<file path="src/rtl/lag_measure_controller_if.sv">
// Handshake bundle between the lag-test sequencer and its neighbours:
// video timing, sensor input and the status/readout block.
interface lag_measure_controller_if #(
    parameter int CNT_WIDTH = 24
);
    logic                 enable;
    logic                 frame_start;
    logic                 sensor_in;
    logic                 flash;
    logic                 busy;
    logic                 sample_valid;
    logic [CNT_WIDTH-1:0] result_last;
    logic                 batch_valid;
    logic [CNT_WIDTH-1:0] result_avg;
    logic [CNT_WIDTH-1:0] result_min;
    logic [CNT_WIDTH-1:0] result_max;
    logic                 timeout_flag;

    modport master (
        output enable, frame_start, sensor_in,
        input  flash, busy, sample_valid, result_last,
        input  batch_valid, result_avg, result_min, result_max,
        input  timeout_flag
    );

    modport slave (
        input  enable, frame_start, sensor_in,
        output flash, busy, sample_valid, result_last,
        output batch_valid, result_avg, result_min, result_max,
        output timeout_flag
    );
endinterface

</file>
<file path="src/rtl/lag_measure_controller.sv">
// Input-lag test sequencer: settles on a dark screen, flashes a white box,
// times the sensor response and folds the latencies into batch statistics.
module lag_measure_controller #(
    parameter int          CNT_WIDTH     = 24,
    parameter int          LOG2_SAMPLES  = 4,
    parameter int          SETTLE_FRAMES = 8,
    parameter int          DEBOUNCE      = 16,
    parameter int unsigned TIMEOUT       = 4000000
) (
    input  logic clock,
    input  logic reset,
    lag_measure_controller_if.slave bus
);

    localparam int SAMPLES = 1 << LOG2_SAMPLES;
    localparam int ACC_W   = CNT_WIDTH + LOG2_SAMPLES;
    localparam int FRM_W   = $clog2(SETTLE_FRAMES + 1);
    localparam int RUN_W   = $clog2(DEBOUNCE + 1);
    localparam int IDX_W   = LOG2_SAMPLES + 1;
    localparam logic [CNT_WIDTH-1:0] LAT_LAST = CNT_WIDTH'(TIMEOUT - 1);
    localparam logic [FRM_W-1:0]     FRM_LAST = FRM_W'(SETTLE_FRAMES - 1);
    localparam logic [RUN_W-1:0]     RUN_LAST = RUN_W'(DEBOUNCE - 1);
    localparam logic [IDX_W-1:0]     IDX_LAST = IDX_W'(SAMPLES - 1);

    typedef enum logic [2:0] {
        S_IDLE,
        S_SETTLE,
        S_ARM,
        S_MEASURE,
        S_RECORD
    } state_t;

    state_t               state_q, state_d;
    logic                 en_q;
    logic [FRM_W-1:0]     frm_q, frm_d;
    logic [CNT_WIDTH-1:0] lat_q, lat_d;
    logic [RUN_W-1:0]     run_q, run_d;
    logic [CNT_WIDTH-1:0] first_hi_q, first_hi_d;
    logic [ACC_W-1:0]     acc_q, acc_d;
    logic [IDX_W-1:0]     idx_q, idx_d;
    logic [CNT_WIDTH-1:0] min_q, min_d;
    logic [CNT_WIDTH-1:0] max_q, max_d;
    logic                 flash_q, flash_d;
    logic                 tmo_q, tmo_d;
    logic [CNT_WIDTH-1:0] last_q, last_d;
    logic [CNT_WIDTH-1:0] avg_q, avg_d;
    logic [CNT_WIDTH-1:0] rmin_q, rmin_d;
    logic [CNT_WIDTH-1:0] rmax_q, rmax_d;
    logic                 sv_q, sv_d;
    logic                 bv_q, bv_d;

    logic                 en_rise;
    logic                 hit;
    logic [ACC_W-1:0]     acc_sum;
    logic [CNT_WIDTH-1:0] min_new;
    logic [CNT_WIDTH-1:0] max_new;

    assign en_rise = bus.enable & ~en_q;
    assign acc_sum = acc_q + ACC_W'(first_hi_q);
    assign min_new = (first_hi_q < min_q) ? first_hi_q : min_q;
    assign max_new = (first_hi_q > max_q) ? first_hi_q : max_q;

    // Next-state and datapath updates for the measurement sequence.
    always_comb begin
        state_d    = state_q;
        frm_d      = frm_q;
        lat_d      = lat_q;
        run_d      = run_q;
        first_hi_d = first_hi_q;
        acc_d      = acc_q;
        idx_d      = idx_q;
        min_d      = min_q;
        max_d      = max_q;
        tmo_d      = tmo_q;
        last_d     = last_q;
        avg_d      = avg_q;
        rmin_d     = rmin_q;
        rmax_d     = rmax_q;
        sv_d       = 1'b0;
        bv_d       = 1'b0;
        hit        = 1'b0;

        if (!bus.enable) begin
            state_d = S_IDLE;
        end else begin
            unique case (state_q)
                S_IDLE: begin
                    if (en_rise) begin
                        tmo_d   = 1'b0;
                        acc_d   = '0;
                        idx_d   = '0;
                        min_d   = '1;
                        max_d   = '0;
                        frm_d   = '0;
                        state_d = S_SETTLE;
                    end
                end
                S_SETTLE: begin
                    if (bus.frame_start) begin
                        if (frm_q == FRM_LAST) begin
                            // A lit sensor here restarts the dark-frame count.
                            frm_d = '0;
                            if (!bus.sensor_in) begin
                                state_d = S_ARM;
                            end
                        end else begin
                            frm_d = frm_q + 1'b1;
                        end
                    end
                end
                S_ARM: begin
                    if (bus.frame_start) begin
                        // The arming cycle is offset 0, so the first
                        // measuring cycle already reads 1.
                        lat_d   = CNT_WIDTH'(1);
                        run_d   = '0;
                        state_d = S_MEASURE;
                    end
                end
                S_MEASURE: begin
                    lat_d = lat_q + 1'b1;
                    if (bus.sensor_in) begin
                        if (run_q == '0) begin
                            first_hi_d = lat_q;
                        end
                        run_d = run_q + 1'b1;
                        if (run_q == RUN_LAST) begin
                            hit     = 1'b1;
                            state_d = S_RECORD;
                        end
                    end else begin
                        run_d = '0;
                    end
                    if (!hit && lat_q == LAT_LAST) begin
                        tmo_d   = 1'b1;
                        frm_d   = '0;
                        state_d = S_SETTLE;
                    end
                end
                S_RECORD: begin
                    last_d = first_hi_q;
                    sv_d   = 1'b1;
                    if (idx_q == IDX_LAST) begin
                        avg_d  = CNT_WIDTH'(acc_sum >> LOG2_SAMPLES);
                        rmin_d = min_new;
                        rmax_d = max_new;
                        bv_d   = 1'b1;
                        acc_d  = '0;
                        idx_d  = '0;
                        min_d  = '1;
                        max_d  = '0;
                    end else begin
                        acc_d  = acc_sum;
                        idx_d  = idx_q + 1'b1;
                        min_d  = min_new;
                        max_d  = max_new;
                    end
                    frm_d   = '0;
                    state_d = S_SETTLE;
                end
                default: begin
                    state_d = S_IDLE;
                end
            endcase
        end

        // The box stays drawn through the measurement and its record cycle.
        flash_d = (state_d == S_MEASURE) || (state_d == S_RECORD);
    end

    // State and result registers; reset drops the flash immediately.
    always_ff @(posedge clock or posedge reset) begin
        if (reset) begin
            state_q    <= S_IDLE;
            en_q       <= 1'b0;
            frm_q      <= '0;
            lat_q      <= '0;
            run_q      <= '0;
            first_hi_q <= '0;
            acc_q      <= '0;
            idx_q      <= '0;
            min_q      <= '1;
            max_q      <= '0;
            flash_q    <= 1'b0;
            tmo_q      <= 1'b0;
            last_q     <= '0;
            avg_q      <= '0;
            rmin_q     <= '0;
            rmax_q     <= '0;
            sv_q       <= 1'b0;
            bv_q       <= 1'b0;
        end else begin
            state_q    <= state_d;
            en_q       <= bus.enable;
            frm_q      <= frm_d;
            lat_q      <= lat_d;
            run_q      <= run_d;
            first_hi_q <= first_hi_d;
            acc_q      <= acc_d;
            idx_q      <= idx_d;
            min_q      <= min_d;
            max_q      <= max_d;
            flash_q    <= flash_d;
            tmo_q      <= tmo_d;
            last_q     <= last_d;
            avg_q      <= avg_d;
            rmin_q     <= rmin_d;
            rmax_q     <= rmax_d;
            sv_q       <= sv_d;
            bv_q       <= bv_d;
        end
    end

    assign bus.flash        = flash_q;
    assign bus.busy         = (state_q != S_IDLE);
    assign bus.sample_valid = sv_q;
    assign bus.result_last  = last_q;
    assign bus.batch_valid  = bv_q;
    assign bus.result_avg   = avg_q;
    assign bus.result_min   = rmin_q;
    assign bus.result_max   = rmax_q;
    assign bus.timeout_flag = tmo_q;

endmodule

</file>
<file path="src/flat_wrapper.sv">
// flat-port wrapper written by rule: the top's interface ports become plain ports
module lag_measure_controller_flat 
#(
    parameter int          CNT_WIDTH     = 24,
    parameter int          LOG2_SAMPLES  = 4,
    parameter int          SETTLE_FRAMES = 8,
    parameter int          DEBOUNCE      = 16,
    parameter int unsigned TIMEOUT       = 4000000
)
  (clock, reset, bus_enable, bus_frame_start, bus_sensor_in, bus_flash, bus_busy, bus_sample_valid, bus_result_last, bus_batch_valid, bus_result_avg, bus_result_min, bus_result_max, bus_timeout_flag);
  lag_measure_controller_if #(.CNT_WIDTH(CNT_WIDTH)) bus_i ();
  input  logic clock;
  input  logic reset;
  input wire logic [$bits(bus_i.enable)-1:0] bus_enable;
  input wire logic [$bits(bus_i.frame_start)-1:0] bus_frame_start;
  input wire logic [$bits(bus_i.sensor_in)-1:0] bus_sensor_in;
  output wire logic [$bits(bus_i.flash)-1:0] bus_flash;
  output wire logic [$bits(bus_i.busy)-1:0] bus_busy;
  output wire logic [$bits(bus_i.sample_valid)-1:0] bus_sample_valid;
  output wire logic [$bits(bus_i.result_last)-1:0] bus_result_last;
  output wire logic [$bits(bus_i.batch_valid)-1:0] bus_batch_valid;
  output wire logic [$bits(bus_i.result_avg)-1:0] bus_result_avg;
  output wire logic [$bits(bus_i.result_min)-1:0] bus_result_min;
  output wire logic [$bits(bus_i.result_max)-1:0] bus_result_max;
  output wire logic [$bits(bus_i.timeout_flag)-1:0] bus_timeout_flag;
  assign bus_i.enable = bus_enable;
  assign bus_i.frame_start = bus_frame_start;
  assign bus_i.sensor_in = bus_sensor_in;
  assign bus_flash = bus_i.flash;
  assign bus_busy = bus_i.busy;
  assign bus_sample_valid = bus_i.sample_valid;
  assign bus_result_last = bus_i.result_last;
  assign bus_batch_valid = bus_i.batch_valid;
  assign bus_result_avg = bus_i.result_avg;
  assign bus_result_min = bus_i.result_min;
  assign bus_result_max = bus_i.result_max;
  assign bus_timeout_flag = bus_i.timeout_flag;
  lag_measure_controller #(.CNT_WIDTH(CNT_WIDTH), .LOG2_SAMPLES(LOG2_SAMPLES), .SETTLE_FRAMES(SETTLE_FRAMES), .DEBOUNCE(DEBOUNCE), .TIMEOUT(TIMEOUT)) u_core (.clock(clock), .reset(reset), .bus(bus_i));
endmodule
</file>
<file path="config.mk">
export PLATFORM = sky130hd
export DESIGN_NAME = lag_measure_controller_flat
export DESIGN_NICKNAME = d
export VERILOG_FILES = /design/src/rtl/lag_measure_controller_if.sv /design/src/rtl/lag_measure_controller.sv /design/src/flat_wrapper.sv
export SDC_FILE = /design/constraint.sdc
export NUM_CORES = 1
export LEC_CHECK = 0
export ABC_CLOCK_PERIOD_IN_PS = 9100
export CORE_UTILIZATION = 45
export CTS_CLUSTER_SIZE = 40
export DETAILED_ROUTE_END_ITERATION = 10
export GPL_TIMING_DRIVEN = 0
export PLACE_DENSITY = 0.77
export SYNTH_ARGS = -nofsm -noshare
export SYNTH_HDL_FRONTEND = slang
export SYNTH_SLANG_ARGS = --single-unit
</file>
<file path="constraint.sdc">
create_clock -name clock -period 9.1 [get_ports clock]
set_clock_uncertainty 0.2 [all_clocks]
set_input_delay 1.82 -clock clock [delete_from_list [all_inputs] [get_ports clock]]
set_output_delay 1.82 -clock clock [all_outputs]
set_load 0.02 [all_outputs]
</file>
==> results of run 1 <==
## area by class of cell
class                   count  area (um^2)
inverters                  65          251
plain buffers              53          264
flip-flops and latches    242         6090
clock inverters            12          164
clock buffers              35          764
repair buffers            106         1080
multi-input cells         849         6060
fillers                  2364        12600
well taps                 378          473
## stage by stage
step                      TNS, ps  setup WS [ps]  util (%)
final                           0           4350      54.6
after global placement    -526410          -2430      51.2
after floorplan                 0            475         -
after CTS                       0           4380      54.6
after detailed placement        0           3820      51.3
after global routing            0           4280      54.6
## routing by layer
layer,share of wire [%],vias to the layer above,GRT usage (%),wire (um)
li1,-,4638,-,-
met1,45,4857,32.9,14800
met2,46,291,37.2,15100
met3,5.9,52,3.19,1920
met4,2.4,0,6.74,767
met5,0,-,0,0
## cell usage in the layout, fill, tap and decap left out, types with 50 or more instances in the layout
master and count:
dfrtp_1 218, nand2_1 131, clkdlybuf4s50_1 105, o21ai_0 78, ha_1 77, inv_1 64
nor2_1 62, mux2_2 60, a21oi_1 51, mux2i_1 50
## worst reg2reg max path, cell delays in order (launching register included)
cell      delay, ps
dfrtp_1         370
clkbuf_1        220
nor4bb_1        590
buf_2           390
nand2_1         360
clkbuf_1        420
clkbuf_1        450
nand2_1         180
o21ai_0         100
## logic make-up (layout without fill, tap and decap cells)
| logic type | after synthesis | in the layout | synth area share [%] |
|---|---|---|---|
| flops | 242 | 242 | 48.1 |
| mux | 110 | 110 | 9.30 |
| compound gates | 299 | 299 | 16.0 |
| fa+ha+maj | 78 | 78 | 7.77 |
| buf+inv | 118 | 271 | 4.01 |
| xor+xnor | 41 | 41 | 2.84 |
| simple gates | 321 | 321 | 12.0 |
## final timing paths
check,cells after the start,endpoint,start
setup / recovery,8,u_core.bus.result_max[19],bus_enable
hold / removal,2,u_core.bus.result_min[18],u_core.bus.result_min[18]
setup reg to reg,8,u_core.bus.result_max[19],u_core.state_q[1]
hold reg to reg,2,u_core.bus.result_min[18],u_core.bus.result_min[18]
max in group asynchronous,3,u_core.bus.result_last[3],reset
min in group asynchronous,2,u_core.bus.result_avg[14],reset
## cell usage after synthesis (22+ instances only)
library cell | count | area (um^2)
o22a_1 | 24 | 210
nand2_1 | 131 | 492
nand4_1 | 25 | 156
dfrtp_1 | 218 | 5460
o21ai_1 | 22 | 110
xor2_1 | 25 | 219
inv_1 | 65 | 244
a21oi_1 | 51 | 255
clkbuf_1 | 31 | 116
mux2i_1 | 50 | 500
ha_1 | 77 | 963
a22o_1 | 45 | 394
nand3_1 | 28 | 140
dfstp_2 | 24 | 631
nor2_1 | 62 | 233
mux2_2 | 60 | 676
o21ai_0 | 78 | 390
## report_power, final
part | switching (mW) | internal, mW | leakage [nW]
clock network | 0.442 | 0.676 | 0.445
registers | 0.00218 | 1.08 | 3.30
logic | 0.0395 | 0.0124 | 3.62
==> metrics.md, run 1 <==
| Metric | Value |
|---|---|
| Vias per cell | `5.65` |
| CP max stage delay | `620 ps` |
| Worst Path Arrival | `4940 ps` |
| Initial DRC count | `860` |
| DP HPWL | `23.3 mm` |
| Die Footprint | `28800 um^2` |
| Worst skew pair latency | `550 ps` |
| Final Cycle Share | `52.2%` |
| Warnings from Yosys | `0` |
| Syn nets | `1292` |
| Antenna cells | `0` |
| Post-Syn Instances | `1209` |
| Vias | `9838` |
| Antenna violations before repair | `0` |
| Core area | `27700 um^2` |
| Post-CTS Hold Fix Bufs | `0` |
| Clock transition at path regs | `60 ps` |
| Fmax | `0.211 GHz` |
| NumNets Final | `1426` |
| Status | `finished, final reports clean` |
| Postcts setup bufs | `0` |
| Die Wd | `170 um` |
| Max-slew headroom | `46.4%` |
| Min Tclk post-route | `4750 ps` |
| Antenna Violating Nets Remaining | `0` |
| Fin. Hold Viols | `0` |
| Worst path required time | `9290 ps` |
| Non-filler cells, final | `1740` |
| First-pass GRT wire length | `52.8 mm` |
| HP Class | `register to register` |
| Global route overflow | `0` |
| Post-route DRC | `0` |
| WHS | `282 ps` |
| PortBufs | `105` |
| DIE HEIGHT | `170 um` |
| CP endpoint kind | `register` |
| RD Place Congestion | `0.930` |
| Top reg by flops | `u_core.acc_q` |
| Num rows | `61` |
| Worst path slowest cell | `clkdlybuf4s50_1` |
| Layout cells sized above 1 | `11.9%` |
| CP Buf/Inv Count | `4` |
| Netlist Area Pre-Place | `12700 um^2` |
| Cell area power density | `149 nW/um^2` |
| Ports | `106` |
| Ys flop type | `dfrtp_1` |
| Maximum VDD drop | `0.000121 V` |
| Max reg flops | `28` |
| Worst path cell trace | `clkdlybuf4s50_1 -> nor4bb_1 -> buf_2 -> nand2_1 -> clkbuf_1 -> clkbuf_1 -> nand2_1 -> o21ai_0` |
| Sink Count | `242` |
| Crit Path Class | `input port to register` |
| Post-synth ARST share | `100%` |
| Design Area, Final | `15100 um^2` |
| # resized after CTS | `0` |
| RSZ-0062 raised after global routing | `no` |
| Critical path peak fanout | `10` |
| Area growth from synthesis to layout | `19.7%` |
| Placed cell area | `14200 um^2` |
| Number of max-cap violations | `0` |
| Final setup viols | `0` |
| WL final | `32.6 mm` |
| Leak pwr | `7.36 nW` |
| Synthesized flop and latch total | `242` |
| Post-Syn Area per Cell | `10.5 um^2` |
| Synth unique cells | `74` |
| Sequential area share after synthesis | `48.1%` |
| Total CTS buffers | `26` |
| TritonRoute pass-1 iters | `5` |
| Clock buffer depth | `3` |
| Largest net degree at the start of global routing | `132` |
| Drt wl/cell | `18.7 um` |
| Critical path launch point type | `input port` |
| Slew Limit Fails | `0` |
| All-Layer GR Usage | `23.3%` |
| Initial Utilization | `45.7%` |
| Cells after DPL | `1693` |
| Via count of the first global-routing pass | `9697` |
| CTS tree | `yes` |
| Crit-path leading delay family | `buffers and inverters` |
| Reg-to-reg setup timing slack | `5660 ps` |
| Number of synthesized flops with an enable pin | `0` |
| Tot Pwr | `2.25 mW` |
| Clk root buf | `clkbuf_16` |
| Worst Tran Pin Value | `804 ps` |
| H-tree depth | `1` |
Note: power is estimated with default switching activity, not from simulation.
==> inputs of run 2 (changes only) <==
--- a/config.mk
+++ b/config.mk
@@ -5,12 +5,12 @@
 export SDC_FILE = /design/constraint.sdc
 export NUM_CORES = 1
 export LEC_CHECK = 0
-export ABC_CLOCK_PERIOD_IN_PS = 9100
+export ABC_CLOCK_PERIOD_IN_PS = 4890
 export CORE_UTILIZATION = 45
 export CTS_CLUSTER_SIZE = 40
 export DETAILED_ROUTE_END_ITERATION = 10
 export GPL_TIMING_DRIVEN = 0
-export PLACE_DENSITY = 0.77
+export PLACE_DENSITY = 0.74
 export SYNTH_ARGS = -nofsm -noshare
 export SYNTH_HDL_FRONTEND = slang
 export SYNTH_SLANG_ARGS = --single-unit
==> constraint.sdc (replaced) <==
create_clock -name clock -period 4.89 [get_ports clock]
set_clock_uncertainty 0.2 [all_clocks]
set_input_delay 0.978 -clock clock [delete_from_list [all_inputs] [get_ports clock]]
set_output_delay 0.978 -clock clock [all_outputs]
set_load 0.02 [all_outputs]
==> metrics.md, run 2 (same netlist as run 1, synthesis figures left out) <==
| Metric | Value |
|---|---|
| RSZ-0062 raised after global routing | `no (unchanged)` |
| Tot Pwr | `4.02 mW (was 2.25 mW)` |
| Fmax | `0.259 GHz` |
| TritonRoute pass-1 iters | `5 (unchanged)` |
| Final setup viols | `0 (unchanged)` |
| Drt wl/cell | `18.6 um (was 18.7 um)` |
| Commonest cells after routing, fill and taps aside | `dfrtp_1, nand2_1, clkdlybuf4s50_1, o21ai_0, ha_1 (unchanged)` |
| Critical path launch point type | `input port (unchanged)` |
| Top reg by flops | `u_core.acc_q (unchanged)` |
| Global route overflow | `0 (unchanged)` |
| Cell area power density | `265 nW/um^2 (was 149 nW/um^2)` |
| Maximum VDD drop | `0.000272 V (was 0.000121 V)` |
| Initial Utilization | `45.7% (unchanged)` |
| Die Wd | `170 um (unchanged)` |
| Non-filler cells, final | `1745 (was 1740)` |
| Worst skew pair latency | `540 ps (was 550 ps)` |
| Cells on worst reg2reg path | `9 (was 8)` |
| Antenna Violating Nets Remaining | `0 (unchanged)` |
| Post-route DRC | `0 (unchanged)` |
| First-pass GRT wire length | `52.5 mm (was 52.8 mm)` |
| Die Footprint | `28800 um^2 (unchanged)` |
| Worst Path Arrival | `4050 ps (was 4940 ps)` |
| Clock transition at path regs | `60 ps (about the same)` |
| Worst path slowest cell | `clkdlybuf4s50_1 (unchanged)` |
| Hold path cells | `2 (unchanged)` |
| Final Cycle Share | `79.0%` |
| Max reg flops | `28 (unchanged)` |
| Postcts setup bufs | `0 (unchanged)` |
| Max-slew headroom | `46.7% (was 46.4%)` |
| RD Place Congestion | `0.928 (was 0.930)` |
| Worst Setup EP | `u_core.bus.result_max[22] (was u_core.bus.result_max[19])` |
| Crit Path Class | `input port to register (unchanged)` |
| Post-CTS Hold Fix Bufs | `0 (unchanged)` |
| All-Layer GR Usage | `23.1% (was 23.3%)` |
| DP HPWL | `23.9 mm (was 23.3 mm)` |
| CTS tree | `yes (unchanged)` |
| Initial DRC count | `779 (was 860)` |
| Number of max-cap violations | `0 (unchanged)` |
| WL final | `32.5 mm (was 32.6 mm)` |
| Cells after DPL | `1699 (was 1693)` |
| Worst path cell trace | `clkdlybuf4s50_1 -> nor4bb_1 -> buf_2 -> nand2_1 -> clkbuf_1 -> clkbuf_1 -> nand2_1 -> o21ai_0 (unchanged)` |
| Vias per cell | `5.67 (was 5.65)` |
| CP endpoint kind | `register (unchanged)` |
| Crit-path leading delay family | `buffers and inverters (unchanged)` |
| PortBufs | `105 (unchanged)` |
| Leak pwr | `7.39 nW (was 7.36 nW)` |
| Design Area, Final | `15200 um^2 (was 15100 um^2)` |
| Placed cell area | `14300 um^2 (was 14200 um^2)` |
| Largest net degree at the start of global routing | `43 (was 132)` |
| Reg-to-reg setup timing slack | `1460 ps (was 5660 ps)` |
| Min Tclk post-route | `3860 ps` |
| # resized after CTS | `0 (unchanged)` |
| Clock buffer depth | `3 (unchanged)` |
| Area growth from synthesis to layout | `19.8% (was 19.7%)` |
| Core area | `27700 um^2 (unchanged)` |
| Layout cells sized above 1 | `12.1% (was 11.9%)` |
| FF-to-FF Start | `u_core.first_hi_q[19] (was u_core.state_q[1])` |
| Slew Limit Fails | `0 (unchanged)` |
| Num rows | `61 (unchanged)` |
| Via count of the first global-routing pass | `9817 (was 9697)` |
| Vias | `9895 (was 9838)` |
| Cell depth of the worst setup path | `8 (unchanged)` |
| HP Class | `register to register (unchanged)` |
| Setup TNS | `0 ps (unchanged)` |
| Worst Tran Pin Value | `794 ps (was 804 ps)` |
| CP startpoint | `bus_enable (unchanged)` |
| Reg-to-reg endpoint | `u_core.bus.result_avg[22] (was u_core.bus.result_max[19])` |
| CP max stage delay | `630 ps (was 620 ps)` |
| Total CTS buffers | `26 (unchanged)` |
| Finished Core Util | `54.7% (was 54.6%)` |
| Critical path peak fanout | `10 (unchanged)` |
| Ports | `106 (unchanged)` |
| Status | `finished, final reports clean (unchanged)` |
| Sink Count | `242 (unchanged)` |
| Worst path required time | `5080 ps (was 9290 ps)` |
| H-tree depth | `1 (unchanged)` |
| CP Buf/Inv Count | `4 (unchanged)` |
| Antenna violations before repair | `0 (unchanged)` |
| Fin. Hold Viols | `0 (unchanged)` |
| Clk root buf | `clkbuf_16 (unchanged)` |
| Antenna cells | `0 (unchanged)` |
| DIE HEIGHT | `170 um (unchanged)` |
| Commonest non-fill, non-tap cell in the layout | `dfrtp_1 (unchanged)` |
| NumNets Final | `1432 (was 1426)` |
-- run 2: cell count changes in the layout (fill, tap and decap cells not counted) --
cell,previous run,this run
clkbuf_1,32,33
buf_12,0,7
clkinv_4,2,0
clkinv_2,2,8
inv_8,1,0
bufinv_16,3,0
clkinvlp_4,4,2
buf_16,1,0
-- run 2: power by group --
group          switching [mW]  total, mW  internal [mW]
combinational          0.0762      0.108         0.0322
clock                   0.808       1.90           1.09
sequential            0.00404       2.01           2.01
total                   0.888       4.02           3.13
-- run 2: how the worst min path moves through the flow --
stage / start / end / slack, ps
3_5_place_dp: u_core.bus.result_avg[0] / u_core.bus.result_avg[0] / 270
4_1_cts: u_core.bus.result_avg[0] / u_core.bus.result_avg[0] / 290
6_report: u_core.bus.result_avg[0] / u_core.bus.result_avg[0] / 280
5_1_grt: u_core.bus.result_avg[3] / u_core.bus.result_avg[3] / 310
3_3_place_gp: u_core.bus.result_min[19] / u_core.bus.result_min[19] / 260
2_1_floorplan: u_core.idx_q[3] / u_core.idx_q[3] / 250
-- run 2: layout make-up --
| class | count | area (um^2) |
|---|---|---|
| clock buffers | 36 | 768 |
| inverters | 65 | 248 |
| repair buffers | 112 | 1190 |
| well taps | 378 | 473 |
| flip-flops and latches | 242 | 6090 |
| fillers | 2367 | 12600 |
| multi-input cells | 849 | 6060 |
| clock inverters | 10 | 63.8 |
| plain buffers | 53 | 264 |
-- run 2: worst min-delay path, stage by stage, from the launching register on --
cell     delay, ps
dfrtp_1        340
nand2_1         50
nand2_1         50
-- run 2: per-stage QoR --
| step | setup slack, ps | hold slack, ps |
|---|---|---|
| 2_1_floorplan | 556 | 251 |
| 3_3_place_gp | -1240 | 263 |
| 3_5_place_dp | 461 | 271 |
| 4_1_cts | 1020 | 286 |
| 5_1_grt | 919 | 312 |
| 6_report | 1030 | 279 |
-- run 2: layer usage --
metal | share of wire, % | up-vias | track usage [%] | routed length (um)
li1 | - | 4650 | - | -
met1 | 45 | 4860 | 32.7 | 14700
met2 | 46 | 326 | 37.0 | 15000
met3 | 6.2 | 59 | 2.89 | 2030
met4 | 2.4 | 0 | 6.50 | 770
met5 | 0 | - | 0 | 0
==> inputs of run 3 (changes only) <==
--- a/config.mk
+++ b/config.mk
@@ -5,12 +5,12 @@
 export SDC_FILE = /design/constraint.sdc
 export NUM_CORES = 1
 export LEC_CHECK = 0
-export ABC_CLOCK_PERIOD_IN_PS = 4890
+export ABC_CLOCK_PERIOD_IN_PS = 3500
 export CORE_UTILIZATION = 45
 export CTS_CLUSTER_SIZE = 40
 export DETAILED_ROUTE_END_ITERATION = 10
 export GPL_TIMING_DRIVEN = 0
-export PLACE_DENSITY = 0.74
+export PLACE_DENSITY = 0.77
 export SYNTH_ARGS = -nofsm -noshare
 export SYNTH_HDL_FRONTEND = slang
 export SYNTH_SLANG_ARGS = --single-unit
==> constraint.sdc (replaced) <==
create_clock -name clock -period 3.5 [get_ports clock]
set_clock_uncertainty 0.2 [all_clocks]
set_input_delay 0.7 -clock clock [delete_from_list [all_inputs] [get_ports clock]]
set_output_delay 0.7 -clock clock [all_outputs]
set_load 0.02 [all_outputs]
==> metrics.md, run 3 (same netlist as run 1, synthesis figures left out) <==
| Metric | Value |
|---|---|
| Min Tclk post-route | `3370 ps` |
| Top reg by flops | `u_core.acc_q (unchanged)` |
| Ports | `106 (unchanged)` |
| CTS tree | `yes (unchanged)` |
| Cells after DPL | `1699 (unchanged)` |
| First-pass GRT wire length | `52.4 mm (was 52.5 mm)` |
| Status | `finished, final reports clean (unchanged)` |
| Num rows | `61 (unchanged)` |
| Pre-CTS setup slack | `-565 ps (was 461 ps)` |
| Initial Utilization | `45.7% (unchanged)` |
| Clk root buf | `clkbuf_16 (unchanged)` |
| Initial DRC count | `913 (was 779)` |
| CP endpoint kind | `register (unchanged)` |
| Worst path cell trace | `clkdlybuf4s50_1 -> nor4bb_2 -> buf_2 -> nand2_1 -> clkbuf_2 -> clkbuf_1 -> nand2_1 -> o21ai_0 (was clkdlybuf4s50_1 -> nor4bb_1 -> buf_2 -> nand2_1 -> clkbuf_1 -> clkbuf_1 -> nand2_1 -> o21ai_0)` |
| Largest net degree at the start of global routing | `42 (was 43)` |
| Sink Count | `242 (unchanged)` |
| DP HPWL | `24.2 mm (was 23.9 mm)` |
| Cell mode on critical path | `nand2_1` |
| Sw Share | `21.0% (was 22.1%)` |
| Tot Pwr | `5.80 mW (was 4.02 mW)` |
| Core area | `27700 um^2 (unchanged)` |
| Leak pwr | `7.42 nW (was 7.39 nW)` |
| Layout cells sized above 1 | `12.4% (was 12.1%)` |
| PortBufs | `105 (unchanged)` |
| Clock transition at path regs | `60 ps (about the same)` |
| Final setup viols | `0 (unchanged)` |
| Setup ws final | `134 ps (was 1030 ps)` |
| TritonRoute pass-1 iters | `7 (was 5)` |
| NumNets Final | `1433 (was 1432)` |
| RD Place Congestion | `0.920 (was 0.928)` |
| Fin. Hold Viols | `0 (unchanged)` |
| All-Layer GR Usage | `23.0% (was 23.1%)` |
| Clock buffer depth | `3 (unchanged)` |
| DIE HEIGHT | `170 um (unchanged)` |
| Fmax | `0.297 GHz` |
| Area growth from synthesis to layout | `20.5% (was 19.8%)` |
| Slew Limit Fails | `0 (unchanged)` |
| Worst path slowest cell | `clkdlybuf4s50_1 (unchanged)` |
| Vias | `9863 (was 9895)` |
| Antenna violations before repair | `1 (was 0)` |
| Die Wd | `170 um (unchanged)` |
| Max reg flops | `28 (unchanged)` |
| Total CTS buffers | `26 (unchanged)` |
| Sequential share of power | `48.5% (was 50.0%)` |
| Crit-path leading delay family | `buffers and inverters (unchanged)` |
| H-tree depth | `1 (unchanged)` |
| Maximum VDD drop | `0.000274 V (was 0.000272 V)` |
| CP max stage delay | `640 ps (was 630 ps)` |
| Finished Core Util | `55.0% (was 54.7%)` |
| Antenna Violating Nets Remaining | `0 (unchanged)` |
| Vias per cell | `5.64 (was 5.67)` |
| Design Area, Final | `15200 um^2 (about the same)` |
| Sw Pwr | `1.22 mW (was 888 uW)` |
| WL final | `32.6 mm (was 32.5 mm)` |
| Combinational share of power | `2.6% (was 2.7%)` |
| Critical path peak fanout | `10 (unchanged)` |
| Clock share of power | `48.9% (was 47.3%)` |
| Critical path launch point type | `input port (unchanged)` |
| Drt wl/cell | `18.6 um (about the same)` |
| Commonest cells after routing, fill and taps aside | `dfrtp_1, nand2_1, clkdlybuf4s50_1, o21ai_0, ha_1 (unchanged)` |
| Number of max-cap violations | `0 (unchanged)` |
| Worst Path Arrival | `3550 ps (was 4050 ps)` |
| Placed cell area | `14300 um^2 (about the same)` |
| Commonest non-fill, non-tap cell in the layout | `dfrtp_1 (unchanged)` |
| Worst Tran Pin Value | `695 ps (was 794 ps)` |
| HP Class | `register to register (unchanged)` |
| Worst path required time | `3680 ps (was 5080 ps)` |
| Cell area power density | `380 nW/um^2 (was 265 nW/um^2)` |
| Non-filler cells, final | `1748 (was 1745)` |
| Worst skew pair latency | `530 ps (was 540 ps)` |
| RSZ-0062 raised after global routing | `no (unchanged)` |
| CP Buf/Inv Count | `4 (unchanged)` |
| Via count of the first global-routing pass | `9683 (was 9817)` |
| Global route overflow | `0 (unchanged)` |
| Final Cycle Share | `96.2%` |
| Antenna cells | `0 (unchanged)` |
| Die Footprint | `28800 um^2 (unchanged)` |
| Fill count | `2354 (was 2367)` |
| Max-slew headroom | `53.4% (was 46.7%)` |
| Crit Path Class | `input port to register (unchanged)` |
| Post-route DRC | `0 (unchanged)` |
| Post-CTS Hold Fix Bufs | `0 (unchanged)` |
| Internal Power | `4.58 mW (was 3.13 mW)` |
| Reg-to-reg setup timing slack | `140 ps (was 1460 ps)` |
[run 3: power by group through the flow]
stage / clock (mW) / combinational, mW / sequential (mW)
after floorplan: 0 / 0.0911 / 2.86
after global placement: 0 / 0.130 / 2.86
after detailed placement: 0 / 0.154 / 2.86
after CTS: 2.89 / 0.155 / 2.81
after global routing: 2.99 / 0.171 / 2.81
final: 2.84 / 0.151 / 2.81
[run 3: timing repair]
action / in CTS / in global routing
gates resized for setup: 1 / 6
buffers inserted: 0 / 1
pin swaps: 0 / 1
endpoints found under the setup margin: 6 / 32
[run 3: stage by stage]
stage                     setup TNS [ps]  hold WS (ps)
final                                  0           279
after global routing                   0           291
after CTS                              0           280
after detailed placement          -34870           274
after global placement           -551650           263
after floorplan                  -121250           251
[run 3: path summary, 6_finish.rpt]
path / from / end / cells past startpoint
max in group asynchronous: reset / u_core.min_q[9] / 5
max reg2reg: u_core.first_hi_q[10] / u_core.bus.result_max[8] / 9
max: bus_enable / u_core.bus.result_min[5] / 8
min reg2reg: u_core.bus.result_min[17] / u_core.bus.result_min[17] / 2
min: u_core.bus.result_min[17] / u_core.bus.result_min[17] / 2
min in group asynchronous: reset / u_core.bus.result_avg[18] / 2
[run 3: layer usage]
layer	vias up	track usage [%]	share of wire, %
met5	-	0	0
met1	4837	32.5	46
met4	0	6.19	2.1
met2	318	37.3	46
li1	4653	-	-
met3	55	3.03	5.6
[run 3: cell type report]
cell class	count	area, um^2	area share (%)
plain buffers	53	267	1.75
clock buffers	41	808	5.30
clock inverters	7	88.8	0.583
inverters	65	248	1.62
multi-input cells	849	6070	39.8
flip-flops and latches	242	6090	39.9
well taps	378	473	3.10
repair buffers	113	1210	7.91
[run 3: worst min-delay path, stage by stage, from the launching register on]
cell and delay [ps]:
dfrtp_1 340, nand2_1 40, o21ai_0 60
==> patch, RTL diff (settings of run 1) <==
`LOG2_SAMPLES` is set to 4 in 2 places; all go to 3.
--- a/src/rtl/lag_measure_controller.sv
+++ b/src/rtl/lag_measure_controller.sv
@@ -2,7 +2,7 @@
 // times the sensor response and folds the latencies into batch statistics.
 module lag_measure_controller #(
     parameter int          CNT_WIDTH     = 24,
-    parameter int          LOG2_SAMPLES  = 4,
+    parameter int          LOG2_SAMPLES  = 3,
     parameter int          SETTLE_FRAMES = 8,
     parameter int          DEBOUNCE      = 16,
     parameter int unsigned TIMEOUT       = 4000000
--- a/src/flat_wrapper.sv
+++ b/src/flat_wrapper.sv
@@ -2,7 +2,7 @@
 module lag_measure_controller_flat 
 #(
     parameter int          CNT_WIDTH     = 24,
-    parameter int          LOG2_SAMPLES  = 4,
+    parameter int          LOG2_SAMPLES  = 3,
     parameter int          SETTLE_FRAMES = 8,
     parameter int          DEBOUNCE      = 16,
     parameter int unsigned TIMEOUT       = 4000000
Behaviour: same outputs for any inputs over 10 cycles, from zero or initial values and one cycle with reset high; that may be too few to reach the edited logic, so the function may still have changed.
==> patch against run 1 <==
Critical path depth stayed put. Clock power fell by 9%. Fmax is 2.1% higher. Cell area is 3.2% lower. Combinational power down 9.8%. Die area is 2.5% lower. Sequential cell count shrank 2. Synthesized area is 2.5% lower. Sequential share of layout area rose by 0.98 points. Wire length down 6.8%. Total power shrank 5.0%. Setup slack better by 0.096 ns. Critical path type unchanged.
==> patch: results (changes against run 1) <==
Yosys
  • Mux contribution to synthesized area: 6.91% (-2.4 points)
  • Syn nets: 1284 (-0.62%)
  • Post-Synth Adder-Cell Area: 7.98% (+0.20 points)
  • Synth cell count leaders: dfrtp_1 (216), nand2_1 (199), ha_1 (77)
  • Top cells by area, synth: dfrtp_1 (44%), ha_1 (7.8%), nand2_1 (6.1%)
  • Post-Syn Instances: 1201 (-0.66%)
  • Post-synthesis compound-gate area fraction: 16.1% (+0.082 points)
  • Post-synthesis xor/xnor area fraction: 2.91% (+0.074 points)

STA
  • Max-slew headroom: 45.6% (-0.77 points)
  • Fin Hold WS: 0.274 ns (-0.00802 ns)

Drt
  • Vias post-DR: 9485 (-3.6%)
  • DR WL met3: 1.58 mm (-18%)
  • M1 WL: 13.6 mm (-8.2%)
  • Total routed wirelength: 30.4 mm (-6.8%)
  • Met2 routed WL: 14.5 mm (-4.0%)
  • 1st-iter DRT viols: 678 (-21%)
  • WL/cell: 17.9 um (-4.2%)

Final layout
  • Largest register FFs: 27 (-3.6%)
  • Layout area overhead: 18.9%
  • Layout cells sized above 1: 10.6% (-1.3 points)
  • Nets@finish: 1417 (-0.63%)
  • CLK BUF: 34 (-2.9%)
  • Area taken by multi-input logic gates: 5750 sq um (-5.1%)
  • Signal buf overhead: 9.27% (+0.40 points)
  • Multi-input gates: 837 (-1.4%)
  • Layout fillers: 2298 (-2.8%)
  • Non-clock inverters: 70 (+7.7%)
  • Clock-cell share: 5.55% (-0.58 points)
  • Signal buffers: 160 (+0.63%)
  • Sequential cell area share: 41.2% (+0.98 points)

Worst setup path
  • Slack of the worst reg-to-reg path: 5.53 ns (-0.13 ns)
  • Worst Reg2Reg Path Length in Cells: 11 (+3)
  • Worst path arrival time: 4.88 ns (-0.06 ns)
  • RR Startpoint: u_core.first_hi_q[0]$_DFFE_PP0P_
  • Max stage delay on crit path: 0.54 ns (-0.08 ns)
  • R2R Path End: u_core.bus.result_avg[15]$_DFFE_PP0P_

Global routing
  • Met1 usage: 29.6% (-3.3 points)
  • Vias in the first global route: 9260 (-4.5%)
  • Largest net degree at the start of global routing: 126 (-4.5%)
  • GRT Util Overall: 21.9% (-1.3 points)
  • Grt met2 use: 36.5% (-0.61 points)
  • GR met3 Demand/Resource: 3.38% (+0.18 points)

Hold path
  • Endpoint, Worst Hold: u_core.bus.result_avg[6]$_DFFE_PP0P_

Floorplanning
  • Well Taps: 341 (-9.8%)

Outcome
  • Status: complete, no violations

Pwr
  • Leakage: 0.00725 uW (-1.6%)
  • VDD IR max: 0.000114 V (-5.9%)

Placed design
  • GPL Wtd Cong: 0.894 (-3.9%)
  • Post-Place Cell Area: 13800 sq um (-2.6%)
  • DP Wirelength: 21.3 mm (-8.5%)

Clocking
  • Clk_lat worst skew: 0.52 ns (-0.03 ns)
patch: stage by stage:
stage	TNS, ns	worst slack [ns]
global route	0	4.28
global placement	-520.21	-2.42
finish	0	4.45
CTS	0	4.49
detailed placement	0	3.97
floorplan	0	0.532
patch: worst max-delay path by stage:
| stage | start | to | cells after the start |
|---|---|---|---|
| floorplan | reset | u_core.acc_q[0]$_DFFE_PP0P_ | 1 |
| global placement | reset | u_core.run_q[2]$_DFFE_PP0P_ | 2 |
| detailed placement | bus_enable | u_core.bus.result_avg[13]$_DFFE_PP0P_ | 8 |
| CTS | bus_enable | u_core.bus.result_min[0]$_DFFE_PP0P_ | 8 |
| global route | bus_enable | u_core.bus.result_avg[22]$_DFFE_PP0P_ | 8 |
| finish | bus_enable | u_core.bus.result_min[0]$_DFFE_PP0P_ | 8 |
patch: power breakdown:
group          total (uW)  switching, uW  leakage (uW)  internal, uW
logic                46.8           36.0       0.00359          10.8
clock network        1020            424      0.000399           595
registers            1070           2.12       0.00326          1070
total                2140            462       0.00725          1680
